==> config.mk <==
export PLATFORM = sky130hd
export DESIGN_NAME = spart_rx_flat
export DESIGN_NICKNAME = d
export VERILOG_FILES = /design/src/rtl/spart_pkg.sv /design/src/rtl/spart_rx_if.sv /design/src/rtl/spart_sync2.sv /design/src/rtl/spart_rx.sv /design/src/flat_wrapper.sv
export SDC_FILE = /design/constraint.sdc
export NUM_CORES = 1
export LEC_CHECK = 0
export CORE_MARGIN = 3
export CORE_UTILIZATION = 53
export CTS_CLUSTER_SIZE = 28
export DETAILED_ROUTE_END_ITERATION = 10
export MAX_ROUTING_LAYER = met4
export PLACE_DENSITY = 0.84
export SYNTH_ARGS = -nofsm -noshare
export SYNTH_HDL_FRONTEND = slang
export SYNTH_SLANG_ARGS = --single-unit
==> constraint.sdc <==
create_clock -name clk -period 1.82 [get_ports clk]
set_input_delay 0.546 -clock clk [delete_from_list [all_inputs] [get_ports clk]]
set_output_delay 0.546 -clock clk [all_outputs]
set_load 0.02 [all_outputs]
==> src/rtl/spart_pkg.sv <==
// spart_pkg: shared constants, FSM encoding and bus addresses for the SPART blocks
package spart_pkg;
  localparam int OVERSAMPLE = 16;
  localparam int MID_SAMPLE = OVERSAMPLE / 2 - 1;
  localparam int DATA_BITS = 8;
  localparam logic [1:0] IOADDR_DATA = 2'b00;
  localparam logic [1:0] IOADDR_STATUS = 2'b01;
  typedef enum logic [1:0] {IDLE, START, DATA, STOP} rx_state_e;
endpackage

==> src/rtl/spart_rx_if.sv <==
// spart_rx_if: tick, serial line and received-data status bundle of the receiver
interface spart_rx_if #(parameter int DATA_BITS = spart_pkg::DATA_BITS);
  logic brg_en;
  logic rxd;
  logic clr_rda;
  logic [DATA_BITS-1:0] rx_data;
  logic rda;
  logic ferr;
  logic ovr;
  modport master (output brg_en, rxd, clr_rda, input rx_data, rda, ferr, ovr);
  modport slave (input brg_en, rxd, clr_rda, output rx_data, rda, ferr, ovr);
endinterface

==> src/rtl/spart_sync2.sv <==
// spart_sync2: two-flop synchronizer with a parameterized reset value
module spart_sync2 #(
  parameter logic RST_VAL = 1'b1
) (
  input  logic clk,
  input  logic rst,
  input  logic d,
  output logic q
);
  logic [1:0] sync_q, sync_d;
  // shift the asynchronous input through two stages
  always_comb sync_d = {sync_q[0], d};
  // synchronizer flops, reset to the idle level
  always_ff @(posedge clk) sync_q <= rst ? {2{RST_VAL}} : sync_d;
  assign q = sync_q[1];
endmodule

==> src/rtl/spart_rx.sv <==
// spart_rx: oversampling 8N1 serial receiver with data-available, framing and overrun flags
module spart_rx
  import spart_pkg::*;
#(
  parameter int OVERSAMPLE = spart_pkg::OVERSAMPLE,
  parameter int DATA_BITS = spart_pkg::DATA_BITS
) (
  input logic clk,
  input logic rst,
  spart_rx_if.slave bus
);
  localparam logic [3:0] MID = 4'(OVERSAMPLE / 2 - 1);
  localparam logic [3:0] LAST = 4'(OVERSAMPLE - 1);
  localparam logic [2:0] LAST_BIT = 3'(DATA_BITS - 1);
  rx_state_e state_q, state_d;
  logic [3:0] tick_q, tick_d;
  logic [2:0] bit_q, bit_d;
  logic [DATA_BITS-1:0] shift_q, shift_d, rx_data_q, rx_data_d;
  logic rda_q, rda_d, ferr_q, ferr_d, ovr_q, ovr_d;
  logic rxd_s, last_tick, load;
  spart_sync2 #(.RST_VAL(1'b1)) u_sync (.clk(clk), .rst(rst), .d(bus.rxd), .q(rxd_s));
  assign last_tick = bus.brg_en && tick_q == LAST;
  assign load = state_q == STOP && last_tick;
  // state register
  always_ff @(posedge clk) state_q <= rst ? IDLE : state_d;
  // next state: moves only on oversample ticks; start bit re-checked mid-bit to reject glitches
  always_comb begin
    state_d = state_q;
    if (bus.brg_en)
      case (state_q)
        IDLE:    state_d = rxd_s ? IDLE : START;
        START:   state_d = tick_q != MID ? START : rxd_s ? IDLE : DATA;
        DATA:    state_d = tick_q == LAST && bit_q == LAST_BIT ? STOP : DATA;
        default: state_d = tick_q == LAST ? IDLE : STOP;
      endcase
  end
  // counters, shifter and status flags; a load outranks a simultaneous clear
  always_comb begin
    tick_d = !bus.brg_en ? tick_q : (state_d != state_q || state_q == IDLE || tick_q == LAST) ? '0 : tick_q + 1'b1;
    bit_d = !bus.brg_en ? bit_q : state_q != DATA ? '0 : tick_q == LAST ? bit_q + 1'b1 : bit_q;
    shift_d = state_q == DATA && last_tick ? {rxd_s, shift_q[DATA_BITS-1:1]} : shift_q;
    rx_data_d = load ? shift_q : rx_data_q;
    rda_d = load | (rda_q & ~bus.clr_rda);
    ferr_d = load ? ~rxd_s : ferr_q & ~bus.clr_rda;
    ovr_d = load ? rda_q & ~bus.clr_rda : ovr_q & ~bus.clr_rda;
  end
  // datapath and status registers
  always_ff @(posedge clk) begin
    if (rst) begin
      tick_q <= '0;
      bit_q <= '0;
      shift_q <= '0;
      rx_data_q <= '0;
      rda_q <= 1'b0;
      ferr_q <= 1'b0;
      ovr_q <= 1'b0;
    end else begin
      tick_q <= tick_d;
      bit_q <= bit_d;
      shift_q <= shift_d;
      rx_data_q <= rx_data_d;
      rda_q <= rda_d;
      ferr_q <= ferr_d;
      ovr_q <= ovr_d;
    end
  end
  assign bus.rx_data = rx_data_q;
  assign bus.rda = rda_q;
  assign bus.ferr = ferr_q;
  assign bus.ovr = ovr_q;
endmodule

==> src/flat_wrapper.sv <==
// flat-port wrapper written by rule: the top's interface ports become plain ports
module spart_rx_flat import spart_pkg::*;
#(
  parameter int OVERSAMPLE = spart_pkg::OVERSAMPLE,
  parameter int DATA_BITS = spart_pkg::DATA_BITS
)
  (clk, rst, bus_brg_en, bus_rxd, bus_clr_rda, bus_rx_data, bus_rda, bus_ferr, bus_ovr);
  spart_rx_if #(.DATA_BITS(DATA_BITS)) bus_i ();
  input logic clk;
  input logic rst;
  input wire logic [$bits(bus_i.brg_en)-1:0] bus_brg_en;
  input wire logic [$bits(bus_i.rxd)-1:0] bus_rxd;
  input wire logic [$bits(bus_i.clr_rda)-1:0] bus_clr_rda;
  output wire logic [$bits(bus_i.rx_data)-1:0] bus_rx_data;
  output wire logic [$bits(bus_i.rda)-1:0] bus_rda;
  output wire logic [$bits(bus_i.ferr)-1:0] bus_ferr;
  output wire logic [$bits(bus_i.ovr)-1:0] bus_ovr;
  assign bus_i.brg_en = bus_brg_en;
  assign bus_i.rxd = bus_rxd;
  assign bus_i.clr_rda = bus_clr_rda;
  assign bus_rx_data = bus_i.rx_data;
  assign bus_rda = bus_i.rda;
  assign bus_ferr = bus_i.ferr;
  assign bus_ovr = bus_i.ovr;
  spart_rx #(.OVERSAMPLE(OVERSAMPLE), .DATA_BITS(DATA_BITS)) u_core (.clk(clk), .rst(rst), .bus(bus_i));
endmodule
* After elaboration in Yosys (flattened, before gate mapping) *
Index checks and enable logic that the tools add are counted.

word-level totals
  flip-flop bits (word level) = 30
  input port bits = 5
  output and inout port bits = 11
  logic and storage cells = 46

cells by class
  add/sub/neg operators = 2
  equal/unequal tests = 8
  muxes and demuxes = 12
  bitwise operators = 6
  reductions and logical operators = 9

operators with widths
  operator                                                          number
  2-bit 2-to-1 mux                                                  4
  3-bit 2-to-1 mux                                                  2
  2-bit case mux with 3 select lines                                1
  4-bit by 1-bit adder with 4-bit output (second input constant)    1
  2-bit == test (second input constant)                             2
  4-bit == test (second input constant)                             1
  1-bit logical AND                                                 4
  1-bit 2-to-1 mux                                                  4
  4-bit 2-to-1 mux                                                  1
  4-bit by 3-bit != test with 1-bit output (second input constant)  1
  3-bit by 1-bit adder with 3-bit output (second input constant)    1
  1-bit AND                                                         3
  3-bit == test (second input constant)                             1
  2-bit by 1-bit == test with 1-bit output (second input constant)  1
  2-bit logical NOT                                                 1
  1-bit logical OR                                                  2
  2-bit != test                                                     1
  2-bit != test (second input constant)                             1
  1-bit inverter                                                    2
  2-bit AND reduction                                               1
  2-bit nonzero test                                                1
  1-bit bitwise OR                                                  1

* Longest topological paths before layout *
  depth after elaboration = 9
  gate-level depth with buffers = 6
  mapped depth without buffers = 6

* Cells and area by module *
Synthesis repeated with hierarchy kept, for this count alone.

unflattened totals
  cells, all modules = 148
  area, all modules = 1,237.4 um^2

by module, submodules not included
  module       times used  cells each  area each (um^2)  seq. area each (um^2)
  spart_rx     1           144         1,184.9           560.5
  spart_sync2  1           4           52.6              40.0

* Worst setup path after synthesis *
OpenSTA, ideal clock, no wires.

  path kind = reg2reg
  start point = register u_core.tick_q[0]
  end point = register u_core.ovr_q, in the netlist u_core.bus.ovr
  setup time = 0.116 ns
  arrival time = 1.342 ns
  data required time = 1.704 ns
  setup slack = 0.362 ns
  stages on the path, launching flop included = 6
  buffers on the path = 0
  clock period less this slack = 1.458 ns
  path through = dfxtp_1 ha_1 nand4_4 nor2_8 mux2i_1 nor3_2

between the ends
  longest elaborated chain between the ends = 4

RTL lines
  what                      line            text
  start: declaration        spart_rx.sv:16  logic [3:0] tick_q, tick_d;
  start signal: assignment  spart_rx.sv:58  tick_q <= tick_d;
  4-bit == test             spart_rx.sv:22  assign last_tick = bus.brg_en && tick_q == LAST;
  1-bit logical AND         spart_rx.sv:22
  1-bit logical AND         spart_rx.sv:23  assign load = state_q == STOP && last_tick;
  1-bit 2-to-1 mux          spart_rx.sv:45  ovr_d = load ? rda_q & ~bus.clr_rda : ovr_q & ~bus.clr_rda;
  end signal: assignment    spart_rx.sv:64  ovr_q <= ovr_d;
  end: declaration          spart_rx.sv:19  logic rda_q, rda_d, ferr_q, ferr_d, ovr_q, ovr_d;

No other way between the ends.
A chain may end at the register's enable or synchronous reset.

* Final worst setup path *
  start point = input bus_brg_en
  end point = register u_core.shift_q[0]

between the ends
  longest elaborated chain between the ends = 2

RTL lines
  what                    line                text
  start: declaration      flat_wrapper.sv:11  input wire logic [$bits(bus_i.brg_en)-1:0] bus_brg_en;
  1-bit logical AND       spart_rx.sv:22
  1-bit logical AND       spart_rx.sv:41      shift_d = state_q == DATA && last_tick ? {rxd_s, shift_q[DATA_BITS-1:1]} : shift_q;
  end signal: assignment  spart_rx.sv:60      shift_q <= shift_d;
  end: declaration        spart_rx.sv:18      logic [DATA_BITS-1:0] shift_q, shift_d, rx_data_q, rx_data_d;

No other way between the ends.

==> flow_summary.json <==
{
  "switching_share_pct": 23.2,
  "drcViolationCount": 0,
  "cts_tree": "yes",
  "grt_pass1_vias": 871,
  "dpl_cell_area_sq_um": 1440,
  "dieArea_sq_um": 2980,
  "rows": 16,
  "track_usage_pct": 19.5,
  "p_per_area_nw_per_um2": 762,
  "grt_busiest_layer": "met2",
  "use_met2_pct": 27.8,
  "die_width_um": 54.6,
  "fmaxAchievable_mhz": 587,
  "netlist_area_sq_um": 1250,
  "clkSinkCount": 30,
  "drtAntennaViolNets": 0,
  "die_h_um": 54.6,
  "leakage_nw": 0.635,
  "routed_wl_um": 2280,
  "cts-buffers-inserted": 5,
  "core_sq_um": 2100,
  "fin_tns_setup_ns": 0,
  "crit_fanout": 10,
  "grt-ovfl-total": 0,
  "critPathKind": "input port to flip-flop",
  "startpoint": "bus_brg_en",
  "synth_cell_types": 31,
  "ys_seq_elements": 30,
  "hold_path.startpoint": "u_core.u_sync.sync_q[0]",
  "drt_iter0_markers": 21,
  "netSwitchingPower_mw": 0.263,
  "gp_congestion": 0.771,
  "num_io_pins": 16,
  "via_per_inst": 5.34,
  "gr-usage-met3_pct": 8.99,
  "ir_worst_vdd_mv": 0.675,
  "yosys_warnings": 0,
  "clockRootBuffer": "clkbuf_4",
  "p_int_mw": 0.871,
  "max_slew_margin_pct": 78.1,
  "hp-class": "flip-flop to flip-flop",
  "design_area_sq_um": 1490,
  "routedWlPerCell_um": 13.2,
  "grt_start_max_net_pins": 12,
  "status": "completed",
  "synth.avg_cell_area_sq_um": 10.2,
  "antenna_found_initial": 0,
  "ctsResizeCount": 11,
  "final_nets": 153,
  "drt_pass1_iterations": 4,
  "ctsHoldBuffers": 0,
  "synth_edf_count": 0,
  "synth_ff_type": "dfxtp_1",
  "critPathLaunchType": "input port",
  "synth-async-reset-ratio_pct": 0,
  "p_total_mw": 1.13,
  "numPortBuffers": 15,
  "rsz0062_at_grt": "no",
  "clock_latency_ns": 0.33,
  "h-tree-depth": 2,
  "period_minus_slack_ns": 1.70,
  "place_hpwl_um": 1590,
  "min_period_over_period_pct": 93.7,
  "worst_slew_pin_slew_ns": 0.325,
  "antennaDiodeCount": 0,
  "cts.clk_slew.worst_paths_ns": 0.10,
  "seq_area_frac_synth_pct": 48.0,
  "combPwrFrac_pct": 4.2,
  "grt_pass1_wl_um": 3710,
  "vias": 923,
  "p_seq_share_pct": 58.8,
  "start_util_pct": 59.5,
  "clkPwrFrac_pct": 37.0,
  "clock_path_buffers": 2,
  "syn_nets": 131,
  "cp_data_arrival_time_ns": 1.93,
  "critical_path.endpoint_type": "flip-flop",
  "fin_skew_ns": 0.0156,
  "slew_viol_final": 0,
  "post_route_cells_drive_above_1_share_pct": 14.4,
  "cp_data_required_time_ns": 2.05,
  "maxCapViolations": 0,
  "setup_violations": 0,
  "syn2layout_area_growth_pct": 18.9,
  "hold_violations": 0,
  "post-cts-setup-buffers": 0,
  "r2r_start": "u_core.tick_q[0]",
  "grt_util_met1_pct": 21.4,
  "nFillCells": 186,
  "syn_inst": 123
}
==> metal layers <==
layer	vias to the layer above	routed length [um]
li1	472	-
met1	419	1020
met2	27	1080
met3	5	135
met4	0	47
met5	-	0
==> flip-flops by register name, summed over array words and instances (netlist names), 2 cells and up <==
name,cells
u_core.tick_q,4
u_core.shift_q,8
u_core.state_q,2
u_core.u_sync.sync_q,2
u_core.bit_q,3
u_core.bus.rx_data,8
==> through the flow <==
step / instances / setup WS [ns] / hold WS (ns) / utilization [%]
after floorplan: 123 / 0.362 / 0.389 / -
after global placement: 165 / -0.146 / 0.392 / 68.4
after detailed placement: 165 / -0.194 / 0.395 / 68.4
after CTS: 173 / 0.123 / 0.415 / 70.8
after global routing: 173 / 0.0790 / 0.437 / 70.8
final: 173 / 0.115 / 0.412 / 70.8
==> final cells by class <==
type	instances	area (sq um)	area share, %
Clock inverter	2	12.5	0.841
Sequential cell	30	601	40.4
Tap cell	27	33.8	2.27
Timing Repair Buffer	20	174	11.7
Multi-Input combinational cell	86	608	40.9
Inverter	2	7.51	0.505
Clock buffer	6	51.3	3.45
==> path summary, 6_finish.rpt <==
kind	depth (start not counted)	slack, ns	end
worst max-delay path	5	0.12	u_core.shift_q[0]
worst min-delay path	1	0.41	u_core.u_sync.sync_q[1]
worst max register to register	5	0.19	u_core.shift_q[0]
worst min register to register	1	0.41	u_core.u_sync.sync_q[1]
==> power groups by stage <==
stage                     registers (mW)  logic (mW)  clock network (mW)
after CTS                          0.666      0.0482               0.439
after floorplan                    0.678      0.0353                   0
after detailed placement           0.681      0.0478                   0
after global placement             0.681      0.0465                   0
final                              0.666      0.0478               0.420
after global routing               0.667      0.0520               0.467
==> cells in the final DEF, fill, tap and decap left out, types with 2 or more instances in the layout <==
master	count
ha_1	3
nand2b_1	3
inv_1	2
mux2i_1	18
xor2_1	2
a22oi_1	3
dfxtp_1	30
o211ai_1	2
clkdlybuf4s50_1	4
nor2_8	2
dlygate4sd2_1	11
nor2_1	24
a21oi_1	4
clkbuf_4	5
nand2_1	6
buf_4	5
or3_1	2
nand3_1	2
or2_2	2
==> worst max-delay path: stages <==
cell,delay [ns]
clkdlybuf4s50_1,0.52
nand4_4,0.22
nor2_8,0.29
mux2i_1,0.27
nor2_1,0.08
==> cells in the mapped netlist (all sizes together), types with 3 or more instances <==
library cell,instances,area share [%]
a21oi,4,1.6
ha,3,3.0
dfxtp,30,48
nand2b,3,1.5
nand2,6,1.8
nor2,26,10
mux2i,18,14
buf,3,2.2
a22oi,3,1.8
==> cell families after synthesis <==
logic type / after synthesis / synth area share (%)
flops: 30 / 48.0
compound gates: 15 / 8.00
mux: 18 / 14.4
buf+inv: 7 / 3.40
xor+xnor: 2 / 1.40
fa+ha+maj: 3 / 3.00
simple gates: 48 / 21.8
(Power assumes the default switching activity.)
==> RTL change 1 (config.mk and constraints unchanged) <==
The 4 states of `rx_state_e` get a Gray code encoding in 2 bits.
--- a/src/rtl/spart_pkg.sv
+++ b/src/rtl/spart_pkg.sv
@@ -5,6 +5,6 @@
   localparam int DATA_BITS = 8;
   localparam logic [1:0] IOADDR_DATA = 2'b00;
   localparam logic [1:0] IOADDR_STATUS = 2'b01;
-  typedef enum logic [1:0] {IDLE, START, DATA, STOP} rx_state_e;
+  typedef enum logic [1:0] {IDLE = 2'b00, START = 2'b01, DATA = 2'b11, STOP = 2'b10} rx_state_e;
 endpackage
 
Formal check against the unedited RTL: no difference found for any inputs over 10 cycles, from zero or initial values and one cycle with rst high; not proved beyond that.
==> RTL change 1 against the unedited design <==
Combinational power rose by 55%. Die area is 4.4% higher. Worst setup slack got worse by 0.048 ns. Routed wire length grew 6.3%. Sequential cell count stayed put. Design area is 4.3% higher. Total power rose by 2.5%. Synthesized area grew 4.9%. Highest routed layer unchanged.
==> RTL change 1: results (changes against the unedited design) <==
critical_path:
  endpoint: "u_core.tick_q[1]"  # was u_core.shift_q[0]
  cp_max_fo: 5  # was 10
  rrSetupSlack_ns: 0.15  # was 0.19 ns
  path_delay_family: "buffers and inverters"  # was simple AND/OR/NAND/NOR gates
  critPathMaxStageDelay_ns: 0.59  # was 0.52 ns
  critPathArrivalTime_ns: 1.96  # was 1.93 ns
timing:
  whs_ns: 0.4358  # was 0.4120 ns
  fin_crit_ns: 1.753  # was 1.705 ns
layout:
  utilization_pct: 68.17  # was 70.77%
  n_all_inverters: 4  # was 2
  nFlopsAndLatches: 30  # unchanged
  clkbuf_count: 7  # was 6
  buffer_area_share_pct: 13.95  # was 11.69%
  final_area_um2: 1551  # was 1488 µm²
  multi_input_area_share_pct: 40.24  # was 40.87%
  seq_share_pct: 38.71  # was 40.37%
  multi_input_cells: 90  # was 86
  clock_area_share_pct: 3.871  # was 4.289%
grt:
  met2_usage_pct: 28.04  # was 27.76%
  gr-usage-met1_pct: 19.74  # was 21.38%
  grt_pass1_wl_um: 4160  # was 3712 µm
  met3_usage_pct: 8.585  # was 8.992%
pwr:
  p_leak_nw: 0.6289  # was 0.6351 nW
  peakVddDrop_v: 0.0006635  # was 0.0006747 V
place:
  placed_cell_area_um2: 1505  # was 1438 µm²
  dp.cells: 176  # was 165
detailed_routing:
  drt-initial-drc-count: 12  # was 21
  wl_per_cell_um: 13.18  # about the same
  wl_met3_um: 165  # was 135 µm
  wl_um: 2425  # was 2281 µm
  first_pass_iters: 5  # was 4
run_status:
  status: "complete, no violations"  # unchanged
yosys:
  yosysUniqueCellTypes: 34  # was 31
[RTL change 1: cell types whose count changed after synthesis, moves of 2 or more]
cell,unedited run,this run
nor2_8,2,0
nor2_1,24,28
inv_1,2,4
clkbuf_8,0,2
o31a_1,0,2
nand3_1,2,0
nand2_1,6,4
o211ai_1,2,0
[RTL change 1: power breakdown]
| group | switching [W] | total (W) | internal (W) |
|---|---|---|---|
| Sequential | 0.0000138 | 0.000679 | 0.000665 |
| Clock | 0.000222 | 0.000409 | 0.000187 |
| Combinational | 0.0000392 | 0.0000743 | 0.0000352 |
[RTL change 1: kinds of logic after synthesis]
| kind of cell | share of synthesized area (%) |
|---|---|
| and+or+nand+nor | 18.97 |
| muxes | 13.73 |
| AOI/OAI and AO/OA | 10.68 |
| DFF | 45.76 |
| buffers and inverters | 6.673 |
| xor gates and xnor gates | 1.335 |
| adders and majority gates | 2.860 |
[RTL change 1: timing repair]
item                                    in CTS  in global routing
endpoints found under the setup margin      11                  0
hold buffers                                 0                  0
gates resized for setup                     11                  0
==> RTL change 2 (config.mk and constraints unchanged) <==
Made on the original files. `RST_VAL` is set to 1'b1 in 2 places; all go to 1'b0.
--- a/src/rtl/spart_sync2.sv
+++ b/src/rtl/spart_sync2.sv
@@ -1,6 +1,6 @@
 // spart_sync2: two-flop synchronizer with a parameterized reset value
 module spart_sync2 #(
-  parameter logic RST_VAL = 1'b1
+  parameter logic RST_VAL = 1'b0
 ) (
   input  logic clk,
   input  logic rst,
--- a/src/rtl/spart_rx.sv
+++ b/src/rtl/spart_rx.sv
@@ -18,7 +18,7 @@
   logic [DATA_BITS-1:0] shift_q, shift_d, rx_data_q, rx_data_d;
   logic rda_q, rda_d, ferr_q, ferr_d, ovr_q, ovr_d;
   logic rxd_s, last_tick, load;
-  spart_sync2 #(.RST_VAL(1'b1)) u_sync (.clk(clk), .rst(rst), .d(bus.rxd), .q(rxd_s));
+  spart_sync2 #(.RST_VAL(1'b0)) u_sync (.clk(clk), .rst(rst), .d(bus.rxd), .q(rxd_s));
   assign last_tick = bus.brg_en && tick_q == LAST;
   assign load = state_q == STOP && last_tick;
   // state register
Check against the original RTL: same outputs for any inputs over 10 cycles, from zero or initial values and one cycle with rst high; that may be too few to reach the edited logic, so the function may still have changed.
==> RTL change 2 against the unedited design <==
Worst setup slack got worse by 0.014 ns. Non-clock buffer count rose by 6. Via count up 4.8%. Sequential cell count unchanged. Total power up 9.5%. Routed wire length is 4.1% higher. Design area increased by 3.3%. Fmax shrank 0.82%. Synthesized area is 1.2% lower. Largest power group unchanged. Highest routed layer unchanged. Die area decreased by 1.1%. First-iteration DRC count fell by 76%.
==> RTL change 2: results (changes against the unedited design) <==
run_status:
  status: "complete, no violations"  # unchanged
cts:
  numCtsBuffers: 5  # unchanged
place:
  hpwl_um: 1648  # was 1591 µm
  gp_congestion: 0.8464  # was 0.7708
yosys:
  synthTopCellsByCount: "30 x dfxtp_1, 24 x nor2_1, 19 x mux2i_1"  # was 30 x dfxtp_1, 24 x nor2_1, 18 x mux2i_1
  yosysUniqueCellTypes: 34  # was 31
  ys_top_cells_by_area: "dfxtp_1 49%, mux2i_1 15%, nor2_1 7.3%"  # was dfxtp_1 48%, mux2i_1 14%, nor2_1 7.2%
  ys.warnings.count: 0  # unchanged
  synthCells: 122  # was 123
  syn_nets: 130  # was 131
critical_path:
  rrSetupSlack_ns: 0.11  # was 0.19 ns
  cp_max_fo: 7  # was 10
  timing.rr.start: "u_core.tick_q[0]"  # unchanged
detailed_routing:
  met1Wirelength_um: 1039  # was 1015 µm
  met2_length_um: 1158  # was 1082 µm
  wl_met3_um: 134  # was 135 µm
  wl_per_cell_um: 13.49  # was 13.18 µm
timing:
  max_slew_margin_pct: 77.82  # was 78.09%
pwr:
  p_leak_nw: 0.6862  # was 0.6351 nW
  peakVddDrop_v: 0.0007946  # was 0.0006747 V
grt:
  grt_max_degree: 28  # was 12
  grt_pass1_vias: 925  # was 871
  track_usage_pct: 19.54  # was 19.47%
  grt_pass1_wl_um: 3946  # was 3712 µm
  antenna_found_initial: 0  # unchanged
layout:
  nets: 156  # was 153
  drive_above_1_share_pct: 15.44  # was 14.38%
worst_hold_path:
  hold_start: "u_core.u_sync.sync_q[0]"  # unchanged
[RTL change 2: cell count changes after synthesis, sizes merged, moves of 2 or more]
| cell | before | now |
|---|---|---|
| clkbuf | 2 | 4 |
| nand2 | 6 | 4 |
| nor2 | 26 | 24 |
| nor2b | 0 | 3 |
[RTL change 2: path summary, 6_finish.rpt]
path | to | cells after the start
max | u_core.bus.ovr | 6
min | u_core.u_sync.sync_q[1] | 1
max reg2reg | u_core.bus.ovr | 6
min reg2reg | u_core.u_sync.sync_q[1] | 1
[RTL change 2: worst max-delay path, cell delays in order]
cell and delay [ns]:
clkdlybuf4s50_1 0.51, nand2_1 0.09, or3_4 0.39, buf_4 0.16, mux2i_1 0.17, nor3_1 0.07
[RTL change 2: layout make-up]
type / count / area (µm²)
inverter: 2 / 7.507
clock buffer: 7 / 45.04
multi-input combinational: 83 / 600.6
tap: 27 / 33.78
fill: 155 / 545.5
clock inverter: 1 / 30.03
sequential: 30 / 600.6
timing repair buffer: 26 / 219.0
[RTL change 2: report_power, final]
part | total (W) | internal [W] | switching (W)
Combinational | 0.0000620 | 0.0000339 | 0.0000281
Sequential | 0.000673 | 0.000662 | 0.0000102
Clock | 0.000507 | 0.000291 | 0.000216
[RTL change 2: per-layer routing]
metal | vias up | global-route usage (%)
met2 | 21 | 30.28
met5 | - | -
met1 | 458 | 21.56
li1 | 481 | -
met3 | 7 | 8.719
met4 | 0 | 8.714
[RTL change 2: timing repair]
item                       4_1_cts  5_1_grt
setup endpoints to repair       11        1
cloned                           0        0
gates resized for setup         11        2
setup buffers                    0        3
pin swaps                        0        1
hold buffers                     0        0
[RTL change 2: kinds of logic (layout without fill, tap and decap cells)]
family          Yosys count  after routing  synth area share, %
flops                    30             30                48.58
fa+ha+maj                 3              3                3.037
simple gates             45             45                18.62
compound gates           14             14                9.110
buf+inv                   9             36                3.846
xor+xnor                  2              2                1.417
mux                      19             19                15.38
[RTL change 2: per-stage QoR]
stage / total power [W] / hold WS (ns) / cell area (µm²) / worst slack [ns]
2_1_floorplan: 0.0007199 / 0.4138 / 1236 / 0.2169
3_3_place_gp: 0.0007445 / 0.4309 / 1440 / -0.1731
3_5_place_dp: 0.0007465 / 0.4458 / 1440 / -0.2431
4_1_cts: 0.001253 / 0.4651 / 1501 / 0.03677
5_1_grt: 0.001292 / 0.4673 / 1536 / 0.01898
6_report: 0.001242 / 0.4623 / 1536 / 0.1010
